`src/rtl/sync_fifo_flags.sv`:
```
// Single-clock FIFO with any depth, occupancy and threshold flags.
// Read mode is standard or FWFT; SYNC_FIFO_ERR_FLAGS_EN adds sticky error flags.
module sync_fifo_flags #(
    parameter int DATA_WIDTH = 8,
    parameter int DEPTH      = 16,
    parameter int AF_LEVEL   = DEPTH - 2,
    parameter int AE_LEVEL   = 2,
    parameter int FWFT       = 0
) (
    input  logic                         clk,
    input  logic                         rst,
    input  logic                         wr_en,
    input  logic [DATA_WIDTH-1:0]        wr_data,
    input  logic                         rd_en,
    output logic [DATA_WIDTH-1:0]        rd_data,
    output logic                         rd_valid,
    output logic                         full,
    output logic                         empty,
    output logic                         almost_full,
    output logic                         almost_empty,
    output logic [$clog2(DEPTH+1)-1:0]   count,
    output logic                         overflow,
    output logic                         underflow,
    input  logic                         err_clr
);

    localparam int CW = $clog2(DEPTH + 1);
    localparam int PW = $clog2(DEPTH);
    localparam logic [CW-1:0] CNT_MAX  = CW'(DEPTH);
    localparam logic [CW-1:0] AF_L     = CW'(AF_LEVEL);
    localparam logic [CW-1:0] AE_L     = CW'(AE_LEVEL);
    localparam logic [PW-1:0] PTR_LAST = PW'(DEPTH - 1);

    logic [DATA_WIDTH-1:0] mem_q [DEPTH];
    logic [PW-1:0]         wr_ptr_q, wr_ptr_d;
    logic [PW-1:0]         rd_ptr_q, rd_ptr_d;
    logic [CW-1:0]         count_q, count_d;
    logic                  wr_acc, rd_acc;

    assign full         = (count_q == CNT_MAX);
    assign empty        = (count_q == '0);
    assign almost_full  = (count_q >= AF_L);
    assign almost_empty = (count_q <= AE_L);
    assign count        = count_q;

    // Acceptance, pointer wrap by compare, and occupancy next-state
    always_comb begin
        wr_acc   = wr_en & ~full;
        rd_acc   = rd_en & ~empty;
        wr_ptr_d = wr_ptr_q;
        rd_ptr_d = rd_ptr_q;
        count_d  = count_q;
        if (wr_acc) begin
            wr_ptr_d = (wr_ptr_q == PTR_LAST) ? '0 : wr_ptr_q + PW'(1);
        end
        if (rd_acc) begin
            rd_ptr_d = (rd_ptr_q == PTR_LAST) ? '0 : rd_ptr_q + PW'(1);
        end
        case ({wr_acc, rd_acc})
            2'b10:   count_d = count_q + CW'(1);
            2'b01:   count_d = count_q - CW'(1);
            default: count_d = count_q;
        endcase
    end

    // Pointer and occupancy registers
    always_ff @(posedge clk) begin
        if (rst) begin
            wr_ptr_q <= '0;
            rd_ptr_q <= '0;
            count_q  <= '0;
        end else begin
            wr_ptr_q <= wr_ptr_d;
            rd_ptr_q <= rd_ptr_d;
            count_q  <= count_d;
        end
    end

    // Storage array; contents survive reset, writes in the reset cycle are dropped
    always_ff @(posedge clk) begin
        if (wr_acc && !rst) begin
            mem_q[wr_ptr_q] <= wr_data;
        end
    end

    if (FWFT != 0) begin : g_fwft
        // Head word shown directly; forced to zero while nothing is stored
        assign rd_data  = empty ? '0 : mem_q[rd_ptr_q];
        assign rd_valid = ~empty;
    end else begin : g_std
        logic [DATA_WIDTH-1:0] rd_data_q;
        logic                  rd_valid_q;

        // Registered read: data and one-cycle valid pulse per accepted read
        always_ff @(posedge clk) begin
            if (rst) begin
                rd_data_q  <= '0;
                rd_valid_q <= 1'b0;
            end else begin
                rd_valid_q <= rd_acc;
                if (rd_acc) begin
                    rd_data_q <= mem_q[rd_ptr_q];
                end
            end
        end

        assign rd_data  = rd_data_q;
        assign rd_valid = rd_valid_q;
    end

`ifdef SYNC_FIFO_ERR_FLAGS_EN
    logic overflow_q, underflow_q;

    // Sticky error flags; a new error in the clear cycle keeps the flag set
    always_ff @(posedge clk) begin
        if (rst) begin
            overflow_q  <= 1'b0;
            underflow_q <= 1'b0;
        end else begin
            overflow_q  <= (wr_en & full) | (overflow_q & ~err_clr);
            underflow_q <= (rd_en & empty) | (underflow_q & ~err_clr);
        end
    end

    assign overflow  = overflow_q;
    assign underflow = underflow_q;
`else
    logic unused_err_clr;
    assign unused_err_clr = err_clr;
    assign overflow       = 1'b0;
    assign underflow      = 1'b0;
`endif

endmodule

```
`config.mk`:
```
export PLATFORM = sky130hd
export DESIGN_NAME = sync_fifo_flags
export DESIGN_NICKNAME = d
export VERILOG_FILES = /design/src/rtl/sync_fifo_flags.sv
export SDC_FILE = /design/constraint.sdc
export NUM_CORES = 1
export LEC_CHECK = 0
export ABC_AREA = 0
export BUFFER_PORTS_ARGS = -buffer_cell sky130_fd_sc_hd__buf_2
export CORE_MARGIN = 10
export CORE_UTILIZATION = 28
export DETAILED_ROUTE_END_ITERATION = 8
export PLACE_DENSITY_LB_ADDON = 0.3
export SYNTH_ARGS = -nofsm -noshare
export SYNTH_HDL_FRONTEND = slang
export SYNTH_SLANG_ARGS = --single-unit
export TNS_END_PERCENT = 100
```
`constraint.sdc`:
```
create_clock -name clk -period 4.3 [get_ports clk]
set_clock_uncertainty 0.1 [all_clocks]
set_input_delay 0.43 -clock clk [delete_from_list [all_inputs] [get_ports clk]]
set_output_delay 0.43 -clock clk [all_outputs]
set_load 0.01 [all_outputs]
```
# --- Word level (Yosys, flattened, before mapping) ---
# Memories as Yosys holds them, arrays and structs flattened. A register that Yosys moved wholly into a read port is not among the register bits.
# Index checks and enable logic that the tools add are counted.
classes:
  add_sub_neg: 4
  magnitude_cmp: 2
  eq_ne: 5
  mux: 5
  bitwise: 4
  n_reduce_logical: 4
op_table:
  columns: ["op", "n"]
  rows:
  - ["$pmux W5 S2", 1]
  - ["$add A4 B1 Y4 const B", 2]
  - ["$eq A4 B4 Y1 const B", 2]
  - ["$mux W4", 2]
  - ["$add A5 B1 Y5 const B", 1]
  - ["$eq A5 B5 Y1 const B", 1]
  - ["$ge A5 B4 Y1 const B", 1]
  - ["$le A5 B2 Y1 const B", 1]
  - ["$logic_not A5 Y1", 1]
  - ["$sub A5 B1 Y5 const B", 1]
  - ["$and A1 B1 Y1", 2]
  - ["$eq A2 B1 Y1 const B", 1]
  - ["$eq A2 B2 Y1 const B", 1]
  - ["$mux W1", 2]
  - ["$not A1 Y1", 2]
  - ["$reduce_bool A2 Y1", 1]
  - ["$logic_and A1 B1 Y1", 1]
  - ["$logic_not A1 Y1", 1]
word_totals:
  register_bits: 14
  ramBits: 128
  inputBits: 13
  out_inout_bits: 20
  elab_cells: 29
  mem_count: 1
memory_table:
  columns: ["name", "words", "word_bits", "rd", "rd_ports_with_merged_regs", "wr", "line", "source"]
  rows:
  - ["mem_q", 16, 8, 1, 1, 1, "34", "logic [DATA_WIDTH-1:0] mem_q [DEPTH];"]

# --- Longest topological paths before layout ---
logic_depth:
  word_depth: 6
  mapped_depth: 12
  ltp_nobuf: 11

# --- Worst setup path after synthesis ---
# OpenSTA, ideal clock, no wires.
synth_path:
  kind: "register to register"
  start: "register count_q[0], in the netlist count[0]"
  end: "register count_q[4], in the netlist count[4]"
  setup_time_ns: 0.121
  arrival_ns: 2.841
  t_required_ns: 4.079
  slack_ns: 1.238
  stages_incl_launch_ff: 12
  n_path_buf: 1
  synth_period_minus_slack_ns: 3.062
  cell_sequence: "dfxtp_1 or4_4 o21ai_4 inv_2 buf_6 ha_1 ha_1 nor2b_1 o21ai_0 a21oi_1 or3b_1 mux2_2"
synth_via:
  elab_chain_cells: 5
  elab_cells_between_ends: 12
  classes_between: "add/sub (2); eq/ne (3); mux (1); bitwise (4); reduce/logical (2)"
synth_rtl:
  columns: ["element", "line", "source"]
  rows:
  - ["start, declared", "37", "logic [CW-1:0] count_q, count_d;"]
  - ["start signal, assigned", "75", "count_q <= count_d;"]
  - ["$logic_not A5 Y1 (*)", "41", "assign empty = (count_q == '0);"]
  - ["$not A1 Y1 (*)", "49", "rd_acc = rd_en & ~empty;"]
  - ["$and A1 B1 Y1 (*)", "49", null]
  - ["net rd_acc", "38", "logic wr_acc, rd_acc;"]
  - ["$eq A2 B1 Y1 / $eq A2 B2 Y1 (equally long branches)", "59", "case ({wr_acc, rd_acc})"]
  - ["$pmux W5 S2 / $reduce_bool A2 Y1 (equally long branches)", null, null]
# The timed path passes the listed nets; every way through them passes the cells marked *.
# A chain may end at the register's enable or synchronous reset.

# --- Final worst setup path ---
layout_path:
  start: "register count_q[0], in the netlist count[0]"
  end: "register count_q[4], in the netlist count[4]"
layout_via:
  elab_chain_cells: 5
  elab_cells_between_ends: 12
  classes_between: "add/sub (2); eq/ne (3); mux (1); bitwise (4); reduce/logical (2)"
layout_rtl:
  columns: ["element", "line"]
  rows:
  - ["$eq A5 B5 Y1 / $logic_not A5 Y1 (equally long branches)", "40, 41"]
  - ["$not A1 Y1, on equally long branches", "48, 49"]
  - ["$and A1 B1 Y1, on equally long branches", "48, 49"]
  - ["$eq A2 B1 Y1 / $eq A2 B2 Y1 (equally long branches)", "59"]
  - ["$pmux W5 S2 / $reduce_bool A2 Y1 (equally long branches)", null]
# Several ways; a longest one is shown, not always the timed one.

==> flow_results.org <==
** STA
- Share of the clock period used by the worst path after layout :: 77.6%
- Headroom to the max-slew limit came out at 36.4%.
- Unrepaired setup endpoints after global routing :: no
- Worst Tran Pin Value :: 0.950 ns
- The smallest clock period supported by the final layout is computed as 3.34 ns.
- Min Hold Slack :: 0.214 ns
- Max Clock Freq :: 300 MHz
- The number of hold violations in the final report came to 0.
- Final worst-path setup slack :: 0.964 ns
- Setup violations remaining at the end of the flow were counted as 0.
- Setup total negative slack :: 0 ns
- The number of slew-limit violations in the final report is 0.

** Setup path
- Of all nets on the critical path, the largest fanout is 20.
- The worst setup path is captured at a register.
- STA puts the critical path data arrival time at 3.55 ns.
- In this design, the largest share of critical-path delay is due to simple AND/OR/NAND/NOR gates.
- Worst setup path class :: reg2reg
- CP Buf/Inv Count :: 1
- The worst setup path is launched from a register.
- Data required, critical path :: 4.51 ns
- Traced cell by cell, the critical path runs through or4_4, o21ai_4, inv_2, ha_1, ha_1, nor2b_1, o21ai_0, a21oi_1, or3b_1, mux2_2.
- Maximum single-stage delay on the critical path :: 0.58 ns
- Highest-delay cell along the critical path :: sky130_fd_sc_hd__or4_4
- Most numerous cell on the critical path :: sky130_fd_sc_hd__ha_1

** Yosys
- Number of synthesized register bits :: 150
- After synthesis, the share of cell area in mux cells is 13.1%.
- The synthesized netlist devotes 5.39% of its cell area to compound gates.
- Post-synthesis cell type count :: 43
- Ys flop type :: sky130_fd_sc_hd__edfxtp_1
- Share of the yosys chip area belonging to registers :: 70.1%
- Proportion of netlist area held by the largest area contributor :: 62.9%
- The commonest cells after synthesis are 128 x sky130_fd_sc_hd__edfxtp_1, 43 x sky130_fd_sc_hd__nor2_1, 25 x sky130_fd_sc_hd__mux2i_1.
- Synthesized area divided by synthesized cell count :: 16.7 um^2
- Most instantiated library cell after synthesis :: sky130_fd_sc_hd__edfxtp_1
- The largest total area in the synthesized netlist belongs to sky130_fd_sc_hd__edfxtp_1.
- Synthesis produced 366 cells.
- YS warnings :: 0
- Dominant combinational cell family by area after synthesis :: multiplexers
- Xor-xnor portion of the synthesized cell area :: 0.574%
- Counting flops with an async set or reset pin after synthesis yields a share of 0%.
- Counting flops with a built-in enable in the synthesized netlist gives 128.
- Of the total synthesized cell area, the portion taken by AND, OR, NAND and NOR gates is 5.55%.
- Adder-cell share of the synthesized area :: 2.17%
- In this run the cell area of the synthesized design comes to 6110 um^2.
- Top area cells in the synthesized netlist :: sky130_fd_sc_hd__edfxtp_1 63%, sky130_fd_sc_hd__mux4_2 8.8%, sky130_fd_sc_hd__dfxtp_1 7.2%

** GRT
- Global routing finished with a remaining overflow of 0.
- Vias in the first global route :: 3262
- Global routing used 9.04% of the available tracks.
- Entering global routing, the biggest net connects 31 pins.
- The first global-routing pass estimated 19500 um of wire.
- The initial antenna violation count was 0.

** Cells and area
- Fraction of final layout cells with drive strength greater than 1 :: 24.9%
- Final core utilization :: 33.5%
- Net count reported at finish :: 420
- Final Instance Area :: 7110 um^2
- Layout area overhead :: 16.4%
- For this run, the number of standard cells in the final layout without fillers is 685.
- Number of antenna cells inserted :: 0

** Routing
- In the routed design, unresolved DRC markers number 0.
- Using the TritonRoute via totals, the vias-per-cell ratio works out to 4.59.
- Wire length per cell after detailed routing :: 17.8 um
- The first detailed-routing pass took 4 iterations.
- For this block, the initial DRC count from the detailed router was 304.
- Via count :: 3145
- Summed over all layers, the routed wires come to 12200 um.
- Number of nets with antenna violations after routing :: 0

** Clock tree
- Worst-Skew Late Latency :: 0.43 ns
- TritonCTS built the clock tree.
- Clock-pin slew reported for the worst setup and hold paths after clock tree synthesis :: 0.06 ns
- Buffers added to address setup during post-CTS repair amount to 0.
- Num CTS Buffers :: 17
- After clock tree synthesis, the repair step resized 0 gates.
- Clock tree root buffer cell :: sky130_fd_sc_hd__clkbuf_16
- Buffer depth of the longest clock path :: 2
- The clock net in this run drives a total of 150 sinks.
- For this design, the CTS-stage hold fixing added 0 buffers.
- The H-tree generated during clock tree synthesis spans 4 levels.

** Floorplanning
- I/O pin count :: 33
- The die covers 28100 um^2.
- Die Y-Extent :: 168 um
- Placeable Area :: 21200 um^2
- Die Span X :: 168 um
- Placement Rows :: 53
- For this configuration, the core starts out at a cell density of 28.8%.

** Power and ir drop
- Switch share :: 27.9%
- In this run the power density over the cells is 575 nW/um^2.
- Internal Power :: 2.95 mW
- Seq pwr share :: 43.7%
- For this design the static power due to leakage is 2.30 nW.
- Combinational logic is responsible for 19.4% of the overall power.
- VDD sags by at most 0.268 mV.
- Summed over all nets, the switching power comes to 1.14 mW.
- After layout, the design draws a total of 4.09 mW.
- The clock network accounts for 36.9% of the total power.

** Place
- Routability Congestion :: 0.733
- Placed Instance Area :: 6510 um^2
- Input and output buffers added on the ports amount to 29.
- Post-DP HPWL :: 7970 um
- Post-placement setup slack :: 0.990 ns
- The number of placed instances, taps included, is 653.

** Worst hold path
- The tightest min-delay check is of the in2reg type.

** Status
- Status :: finished clean

** Run
- Maximum capacitance violations :: 0
power by group through the flow:
stage | clock network, mW | registers [mW] | logic [mW]
after global placement | 0 | 1.81 | 0.796
after detailed placement | 0 | 1.82 | 0.808
after floorplan | 0 | 1.78 | 0.622
final | 1.51 | 1.79 | 0.794
after CTS | 1.54 | 1.79 | 0.812
after global routing | 1.60 | 1.81 | 0.884
flip-flops by register name, summed over array words and instances (netlist names):
signal    count
mem_q       128
rd_ptr_q      4
rd_data       8
rd_valid      1
wr_ptr_q      4
count         5
worst register-to-register path, stage by stage, from the launching register on:
cell,delay (ns)
sky130_fd_sc_hd__dfxtp_1,0.37
sky130_fd_sc_hd__or4_4,0.58
sky130_fd_sc_hd__o21ai_4,0.23
sky130_fd_sc_hd__inv_2,0.19
sky130_fd_sc_hd__ha_1,0.28
sky130_fd_sc_hd__ha_1,0.32
sky130_fd_sc_hd__nor2b_1,0.15
sky130_fd_sc_hd__o21ai_0,0.25
sky130_fd_sc_hd__a21oi_1,0.11
sky130_fd_sc_hd__or3b_1,0.36
sky130_fd_sc_hd__mux2_2,0.27
path summary, 6_finish.rpt:
check | from | end | slack (ns) | depth (start not counted)
max | count[0]$_SDFFE_PP0P_ | count[4]$_SDFFE_PP0P_ | 0.96 | 10
max reg2reg | count[0]$_SDFFE_PP0P_ | count[4]$_SDFFE_PP0P_ | 0.96 | 10
min reg2reg | rd_data[2]$_SDFFE_PP0P_ | rd_data[2]$_SDFFE_PP0P_ | 0.40 | 2
min | rd_en | rd_valid$_SDFF_PP0_ | 0.21 | 3
placed cells by master, fill, tap and decap left out, types with 5 or more instances in the layout:
| master | instances |
|---|---|
| sky130_fd_sc_hd__mux2i_1 | 25 |
| sky130_fd_sc_hd__nand2_1 | 10 |
| sky130_fd_sc_hd__edfxtp_1 | 128 |
| sky130_fd_sc_hd__a211oi_1 | 8 |
| sky130_fd_sc_hd__buf_2 | 29 |
| sky130_fd_sc_hd__clkbuf_16 | 17 |
| sky130_fd_sc_hd__dfxtp_1 | 21 |
| sky130_fd_sc_hd__nor2_1 | 43 |
| sky130_fd_sc_hd__buf_4 | 5 |
| sky130_fd_sc_hd__a311oi_1 | 9 |
| sky130_fd_sc_hd__inv_1 | 7 |
| sky130_fd_sc_hd__ha_1 | 9 |
| sky130_fd_sc_hd__o22ai_1 | 8 |
| sky130_fd_sc_hd__a21oi_1 | 11 |
| sky130_fd_sc_hd__mux4_2 | 24 |
layout make-up:
type	count	area, um^2
fillers	2046	14100
flip-flops and latches	150	4290
multi-input cells	186	1670
clock buffers	18	429
well taps	275	344
repair buffers	34	183
clock inverters	14	174
inverters	8	30.0
layer usage:
layer,wire (um),global-route usage [%],up-vias
li1,-,-,1484
met3,595,3.11,15
met5,0,0,-
met1,5610,11.3,1576
met2,5790,14.0,70
met4,192,3.75,0
logic make-up after synthesis:
family | after synthesis
flops | 150
simple gates | 75
mux | 50
compound gates | 45
buf+inv | 31
fa+ha+maj | 10
xor+xnor | 4
other cells | 1
Note: power is estimated with default switching activity, not from simulation.
